`config.mk`:
```
export PLATFORM = sky130hd
export DESIGN_NAME = render_frame_sequencer
export DESIGN_NICKNAME = d
export VERILOG_FILES = /design/src/rtl/render_frame_sequencer.sv
export SDC_FILE = /design/constraint.sdc
export NUM_CORES = 1
export LEC_CHECK = 0
export CORE_MARGIN = 3
export CORE_UTILIZATION = 38
export CTS_BUF_LIST = sky130_fd_sc_hd__clkbuf_4
export CTS_CLUSTER_DIAMETER = 120
export DETAILED_ROUTE_END_ITERATION = 16
export PLACE_DENSITY = 0.81
export SLEW_MARGIN = 20
export SYNTH_ARGS = -nofsm -noshare
export SYNTH_HDL_FRONTEND = slang
export SYNTH_SLANG_ARGS = --single-unit
```
`constraint.sdc`:
```
create_clock -name clk -period 2.2 [get_ports clk]
set_input_delay 0.33 -clock clk [delete_from_list [all_inputs] [get_ports clk]]
set_output_delay 0.33 -clock clk [all_outputs]
set_load 0.005 [all_outputs]
```
`src/rtl/render_frame_sequencer.sv`:
```
`default_nettype none
// ============================================================================
// render_frame_sequencer
// Vblank snapshot of player state, damage-flash timers and game-over sequencing.
// Revision: 1.0
// ============================================================================
module render_frame_sequencer #(
  parameter int H_TOTAL      = 800,
  parameter int LATCH_LINE   = 515,
  parameter int FLASH_FRAMES = 8,
  parameter int BLINK_FRAMES = 30
) (
  input  logic       clk,
  input  logic       rst,
  input  logic [9:0] hCount,
  input  logic [9:0] vCount,
  input  logic [9:0] p1_x,
  input  logic [9:0] p1_y,
  input  logic [9:0] p2_x,
  input  logic [9:0] p2_y,
  input  logic [3:0] p1_health,
  input  logic [3:0] p2_health,
  input  logic [3:0] p1_shield,
  input  logic [3:0] p2_shield,
  input  logic [6:0] p1_action,
  input  logic [6:0] p2_action,
  input  logic [1:0] finish_req,
  output logic       frame_tick,
  output logic [9:0] p1_x_r,
  output logic [9:0] p1_y_r,
  output logic [9:0] p2_x_r,
  output logic [9:0] p2_y_r,
  output logic [3:0] p1_health_r,
  output logic [3:0] p2_health_r,
  output logic [3:0] p1_shield_r,
  output logic [3:0] p2_shield_r,
  output logic [6:0] p1_action_r,
  output logic [6:0] p2_action_r,
  output logic       p1_flash,
  output logic       p2_flash,
  output logic [1:0] finish,
  output logic       banner_on,
  output logic [15:0] frame_count
);

  localparam logic [9:0] C_H_LAST     = 10'(H_TOTAL - 1);
  localparam logic [9:0] C_LATCH_LINE = 10'(LATCH_LINE);
  localparam logic [3:0] C_FLASH_LOAD = 4'(FLASH_FRAMES);
  localparam logic [5:0] C_BLINK_LAST = 6'(BLINK_FRAMES - 1);

  typedef enum logic [0:0] {
    PLAY = 1'b0,
    OVER = 1'b1
  } state_t;

  state_t      state_q, state_d;
  logic        w_snap;
  logic        w_flash_load_ok;

  logic        frame_tick_q, frame_tick_d;
  logic [9:0]  p1_x_q, p1_x_d, p1_y_q, p1_y_d, p2_x_q, p2_x_d, p2_y_q, p2_y_d;
  logic [3:0]  p1_health_q, p1_health_d, p2_health_q, p2_health_d;
  logic [3:0]  p1_shield_q, p1_shield_d, p2_shield_q, p2_shield_d;
  logic [6:0]  p1_action_q, p1_action_d, p2_action_q, p2_action_d;
  logic [3:0]  p1_fc_q, p1_fc_d, p2_fc_q, p2_fc_d;
  logic        p1_flash_q, p1_flash_d, p2_flash_q, p2_flash_d;
  logic [1:0]  finish_q, finish_d;
  logic        banner_q, banner_d;
  logic [5:0]  blink_q, blink_d;
  logic [15:0] frame_count_q, frame_count_d;

  function automatic logic [3:0] fc_next(input logic load, input logic [3:0] fc);
    if (load)
      return C_FLASH_LOAD;
    else if (fc != 4'd0)
      return fc - 4'd1;
    else
      return 4'd0;
  endfunction

  assign w_snap = (hCount == C_H_LAST) && (vCount == C_LATCH_LINE);

  // Flash counters only arm while play continues through this snapshot.
  assign w_flash_load_ok = (state_q == PLAY) && !finish_req[1];

  always_comb begin
    state_d       = state_q;
    frame_tick_d  = 1'b0;
    p1_x_d        = p1_x_q;
    p1_y_d        = p1_y_q;
    p2_x_d        = p2_x_q;
    p2_y_d        = p2_y_q;
    p1_health_d   = p1_health_q;
    p2_health_d   = p2_health_q;
    p1_shield_d   = p1_shield_q;
    p2_shield_d   = p2_shield_q;
    p1_action_d   = p1_action_q;
    p2_action_d   = p2_action_q;
    p1_fc_d       = p1_fc_q;
    p2_fc_d       = p2_fc_q;
    finish_d      = finish_q;
    banner_d      = banner_q;
    blink_d       = blink_q;
    frame_count_d = frame_count_q;

    if (w_snap) begin
      frame_tick_d  = 1'b1;
      frame_count_d = frame_count_q + 16'd1;
      p1_x_d        = p1_x;
      p1_y_d        = p1_y;
      p2_x_d        = p2_x;
      p2_y_d        = p2_y;
      p1_health_d   = p1_health;
      p2_health_d   = p2_health;
      p1_shield_d   = p1_shield;
      p2_shield_d   = p2_shield;
      p1_action_d   = p1_action;
      p2_action_d   = p2_action;
      p1_fc_d       = fc_next(w_flash_load_ok && (p1_health < p1_health_q), p1_fc_q);
      p2_fc_d       = fc_next(w_flash_load_ok && (p2_health < p2_health_q), p2_fc_q);

      case (state_q)
        PLAY: begin
          if (finish_req[1]) begin
            state_d  = OVER;
            finish_d = {1'b1, finish_req[0]};
            banner_d = 1'b1;
            blink_d  = 6'd0;
          end
        end
        OVER: begin
          if (!finish_req[1]) begin
            state_d  = PLAY;
            finish_d = 2'b00;
            banner_d = 1'b0;
            blink_d  = 6'd0;
            p1_fc_d  = 4'd0;
            p2_fc_d  = 4'd0;
          end else if (blink_q == C_BLINK_LAST) begin
            blink_d  = 6'd0;
            banner_d = !banner_q;
          end else begin
            blink_d  = blink_q + 6'd1;
          end
        end
        default: state_d = PLAY;
      endcase
    end

    p1_flash_d = (p1_fc_d != 4'd0);
    p2_flash_d = (p2_fc_d != 4'd0);
  end

  always_ff @(posedge clk) begin
    if (rst) begin
      state_q       <= PLAY;
      frame_tick_q  <= 1'b0;
      p1_x_q        <= 10'd0;
      p1_y_q        <= 10'd0;
      p2_x_q        <= 10'd0;
      p2_y_q        <= 10'd0;
      // Full health at reset so the first snapshot never reads as a drop.
      p1_health_q   <= 4'hF;
      p2_health_q   <= 4'hF;
      p1_shield_q   <= 4'd0;
      p2_shield_q   <= 4'd0;
      p1_action_q   <= 7'd0;
      p2_action_q   <= 7'd0;
      p1_fc_q       <= 4'd0;
      p2_fc_q       <= 4'd0;
      p1_flash_q    <= 1'b0;
      p2_flash_q    <= 1'b0;
      finish_q      <= 2'b00;
      banner_q      <= 1'b0;
      blink_q       <= 6'd0;
      frame_count_q <= 16'd0;
    end else begin
      state_q       <= state_d;
      frame_tick_q  <= frame_tick_d;
      p1_x_q        <= p1_x_d;
      p1_y_q        <= p1_y_d;
      p2_x_q        <= p2_x_d;
      p2_y_q        <= p2_y_d;
      p1_health_q   <= p1_health_d;
      p2_health_q   <= p2_health_d;
      p1_shield_q   <= p1_shield_d;
      p2_shield_q   <= p2_shield_d;
      p1_action_q   <= p1_action_d;
      p2_action_q   <= p2_action_d;
      p1_fc_q       <= p1_fc_d;
      p2_fc_q       <= p2_fc_d;
      p1_flash_q    <= p1_flash_d;
      p2_flash_q    <= p2_flash_d;
      finish_q      <= finish_d;
      banner_q      <= banner_d;
      blink_q       <= blink_d;
      frame_count_q <= frame_count_d;
    end
  end

  assign frame_tick  = frame_tick_q;
  assign p1_x_r      = p1_x_q;
  assign p1_y_r      = p1_y_q;
  assign p2_x_r      = p2_x_q;
  assign p2_y_r      = p2_y_q;
  assign p1_health_r = p1_health_q;
  assign p2_health_r = p2_health_q;
  assign p1_shield_r = p1_shield_q;
  assign p2_shield_r = p2_shield_q;
  assign p1_action_r = p1_action_q;
  assign p2_action_r = p2_action_q;
  assign p1_flash    = p1_flash_q;
  assign p2_flash    = p2_flash_q;
  assign finish      = finish_q;
  assign banner_on   = banner_q;
  assign frame_count = frame_count_q;

endmodule
`default_nettype wire

```
Word-level counts from Yosys, hierarchy flattened:

Cells that the tools add are included.

* register bits after elaboration: 107
* bits of input ports: 94
* output and inout port bits: 92

* magnitude comparators: 2
* reductions and logical operators: 13
* bitwise gates (word level): 1
* muxes and demuxes: 23
* eq/ne operators: 6
* add/sub/neg operators: 4

Operators by type and width (count)
* two-way mux 4 bit: 10
* equality test 10 bit (second input constant): 2
* two-way mux 6 bit: 3
* adder 16 x 1 -> 16 bit (second input constant): 1
* nonzero test 4 bit: 4
* case mux 6 bit (2 select lines): 1
* less-than comparator 4 bit: 2
* subtractor 4 x 1 -> 4 bit (second input constant): 2
* adder 6 x 1 -> 6 bit (second input constant): 1
* equality test 6 x 5 -> 1 bit (second input constant): 1
* AND reduction 3 bit: 2
* two-way mux 1 bit: 5
* logical AND 1 bit: 4
* two-way mux 2 bit: 2
* != test 2 bit (second input constant): 2
* case mux 2 bit (2 select lines): 1
* != test 3 x 2 -> 1 bit (second input constant): 1
* zero test 1 bit: 2
* case mux 1 bit (2 select lines): 1
* AND reduction 2 bit: 1
* NOT 1 bit: 1

Longest topological paths before layout:

* word-level depth: 8
* mapped depth: 9
* gate-level depth less buffers: 8

Least setup slack after synthesis:

No wires, ideal clock.

* path type: reg-to-reg
* from: register state_q
* to: register p2_fc_q[1]
* stages on the path, launching flop included: 10
* period minus slack after synthesis: 1915 ps
* slack: 285 ps
* arrival time: 1844 ps
* setup time: 70 ps
* buffers on the path: 1
* cells stage by stage: dfxtp_1 > inv_1 > ha_1 > clkbuf_1 > nand2b_1 > a2111oi_0 > nor2_1 > o21ai_0 > or4_1 > a21oi_1

* longest elaborated chain between the ends: 7

RTL lines
* start: declaration: line 56 `state_t state_q, state_d;`
* start signal: assignment: line 178 `state_q <= state_d;`
* NOT 1 bit
* logical AND 1 bit: line 84 `assign w_flash_load_ok = (state_q == PLAY) && !finish_req[1];`
* logical AND 1 bit: line 120 `p2_fc_d = fc_next(w_flash_load_ok && (p2_health < p2_health_q), p2_fc_q);`
* two-way mux 4 bit: line 73 `if (load)`
* two-way mux 4 bit: line 132 `if (!finish_req[1]) begin`
* two-way mux 4 bit (*): line 122 `case (state_q)`
* two-way mux 4 bit (*): line 106 `if (w_snap) begin`
* end signal: assignment: line 191 `p2_fc_q <= p2_fc_d;`
* end: declaration: line 65 `logic [3:0] p1_fc_q, p1_fc_d, p2_fc_q, p2_fc_d;`

Mark *: on every way between the ends. The rest lies on a longest branch, timed or not.
A chain may end at the register's enable or synchronous reset.

Final worst setup path:

Ends and elaborated chain as after synthesis.

==> results.json <==
{
  "cts_resized": 0,
  "critPathLaunchType": "flop",
  "cts.clk_slew.worst_paths_ps": 150,
  "fp.dieW_um": 114,
  "fin_util": 0.603,
  "fin_skew_ps": 15.4,
  "tightest_slew_ps": 431,
  "ant_nets": 0,
  "grt_max_degree": 78,
  "holdBufCountCts": 0,
  "path_class": "flop to flop",
  "cts_root_buffer": "clkbuf_4",
  "port_buffers": 185,
  "synth_cell_type_count": 51,
  "pin_count": 186,
  "via_per_inst": 4.99,
  "layout.cells.non_filler": 885,
  "synth_top_flop_cell": "dfxtp_1",
  "via_count": 4418,
  "synth-seq-area-share": 0.479,
  "mostFrequentLayoutCells": "184 x clkdlybuf4s50_1, 158 x nand2_1, 107 x dfxtp_1",
  "dieArea_um2": 13100,
  "layout_commonest_cell": "clkdlybuf4s50_1",
  "grt_use_total": 0.181,
  "power.switching_mw": 0.707,
  "hold_violations": 0,
  "first_iter_violations": 281,
  "wirelength_um": 12200,
  "report.final.slew_viol_count": 0,
  "end_kind": "flop",
  "dpl.hpwl_um": 9170,
  "yosysTopAreaCellShare": 0.479,
  "comb_power_share": 0.075,
  "worst_ep_required_time_ps": 2610,
  "yosys.area_share.simple": 0.265,
  "pre_cts_ws_ps": -200,
  "grt_pass1_vias": 4245,
  "ys_ff_latch": 107,
  "cp_slowest_stage_delay_ps": 450,
  "post-route-min-period_ps": 2010,
  "postCtsSetupBuffers": 0,
  "clock-sinks": 107,
  "clockPowerShare": 0.330,
  "syn_nets": 659,
  "maxSlewHeadroom": 0.711,
  "cts_htree_levels": 3,
  "max-vdd-ir-drop_v": 0.000433,
  "worst_slack_ps": 190,
  "path_max_fanout": 6,
  "drt_first_pass_iters": 4,
  "slowest_stage": "dfxtp_1",
  "power.leakage_nw": 2.38,
  "stdcell_area_um2": 6740,
  "synth_mux_area_frac": 0,
  "area.growth.synth_to_final_pct": 50.7,
  "rows": 38,
  "routedWlPerCell_um": 13.8,
  "grt_first_pass_wirelength_um": 19500,
  "grt_overflow": 0,
  "cellPowerDensity_nw_per_um2": 484,
  "antenna_cells": 0,
  "sw_frac_of_total": 0.217,
  "drc_errors": 0,
  "antenna_found_initial": 0,
  "status": "finished clean",
  "gp_congestion": 0.765,
  "seq_power_share": 0.594,
  "core_um2": 11200,
  "synth_top_family_by_area": "simple AND/OR/NAND/NOR gates",
  "clock_path_buffers": 2,
  "yosysWarnings": 0,
  "numCtsBuffers": 9,
  "synth_area_um2": 4470,
  "synthCells": 552,
  "arrival_ps": 2420,
  "hold_ws_ps": 259,
  "start_util": 0.400,
  "ys_async_sr_fraction": 0,
  "period_share": 0.914,
  "synth_area_leaders": "dfxtp_1 48%, nand2_1 13%, a21oi_1 8.8%, ha_1 3.6%, xnor2_1 2.7%",
  "synth_edf_count": 0,
  "tritoncts": "yes",
  "worstSkewPairLatency_ps": 470,
  "finalSetupViolCount": 0,
  "synthXorXnorAreaFrac": 0.0372,
  "place.detailed.instances": 869,
  "cap_violations": 0,
  "syn_avg_cell_area_um2": 8.10,
  "synth_compound_area_frac": 0.135,
  "die_h_um": 114,
  "rsz0062_at_grt": "no",
  "final_nets": 847,
  "synthAdderAreaFrac": 0.0364,
  "hp-class": "primary input to flop",
  "drive_gt1_frac": 0.0658,
  "max_freq_mhz": 498,
  "intPower_mw": 2.55,
  "cp_cell_sequence": "inv_1 -> ha_1 -> nand2b_1 -> a2111oi_0 -> nor2_1 -> o21ai_0 -> or4_1 -> a21oi_1",
  "yosys.area.top_type": "dfxtp_1",
  "place_area_um2": 6590
}
==> worst max-delay path, delay by kind of cell, from the launching register on <==
kind	cells	cell delay, ps
AOI/OAI and AO/OA	3	400
adders and majority gates	1	240
buffers and inverters	1	110
DFF	1	450
and+or+nand+nor	3	760
==> sequential cells by signal, summed over array words and instances, names as in the netlist, 2 cells and up <==
signal and flops:
blink_q 6, finish 2, frame_count 16, p1_action_r 7
p1_fc_q 4, p1_health_r 4, p1_shield_r 4, p1_x_r 10
p1_y_r 10, p2_action_r 7, p2_fc_q 4, p2_health_r 4
p2_shield_r 4, p2_x_r 10, p2_y_r 10
==> through the flow <==
step	TNS, ps	power (mW)
floorplan	0	2.03
detailed placement	-5120	2.23
global route	0	3.41
global placement	-1610	2.22
finish	0	3.26
CTS	0	3.32
==> power by group through the flow <==
stage	Combinational [mW]	Sequential (mW)	Clock, mW
floorplan	0.0506	1.98	0
global placement	0.241	1.98	0
detailed placement	0.246	1.98	0
CTS	0.248	1.94	1.13
global route	0.265	1.94	1.20
finish	0.246	1.94	1.08
==> layer usage <==
metal  GRT usage  vias up  part of all wire
met3      0.0634       12             0.079
met2       0.315      137              0.49
met1       0.210     2041              0.41
met5           0        -                 0
met4      0.0546        0             0.012
li1            -     2228                 -
==> synth_stat cells (2+ instances only) <==
library cell / count
a21oi_1: 79
a22oi_1: 2
and3_1: 6
buf_1: 3
buf_2: 7
buf_6: 2
clkbuf_1: 20
dfxtp_1: 107
ha_1: 13
inv_1: 18
nand2_1: 158
nand2b_1: 5
nand3_1: 11
nand3b_1: 3
nand4_1: 8
nor2_1: 31
nor2b_1: 2
nor3_1: 7
nor4_1: 5
nor4b_2: 2
nor4bb_1: 3
o2111ai_1: 2
o211ai_1: 6
o21ai_0: 7
or3_1: 2
xnor2_1: 14
xor2_1: 5
==> final timing paths <==
path,startpoint,end,slack [ps],depth (start not counted)
worst max register to register,state_q,p2_fc_q[1],190,8
worst min-delay path,rst,p1_fc_q[1],260,2
worst min register to register,p2_shield_r[0],p2_shield_r[0],460,2
worst max-delay path,state_q,p2_fc_q[1],190,8
==> final cells by class <==
cell class	count	area, µm²
clock buffers	9	67.6
fillers	978	4440
repair buffers	209	2080
flip-flops and latches	107	2140
clock inverters	7	82.6
multi-input cells	395	2130
well taps	140	175
inverters	18	67.6
==> logic make-up after synthesis <==
| group | count (synthesis) |
|---|---|
| compound gates | 107 |
| flops | 107 |
| buf+inv | 50 |
| fa+ha+maj | 13 |
| xor+xnor | 19 |
| simple gates | 256 |
Note: power is estimated with default switching activity, not from simulation.
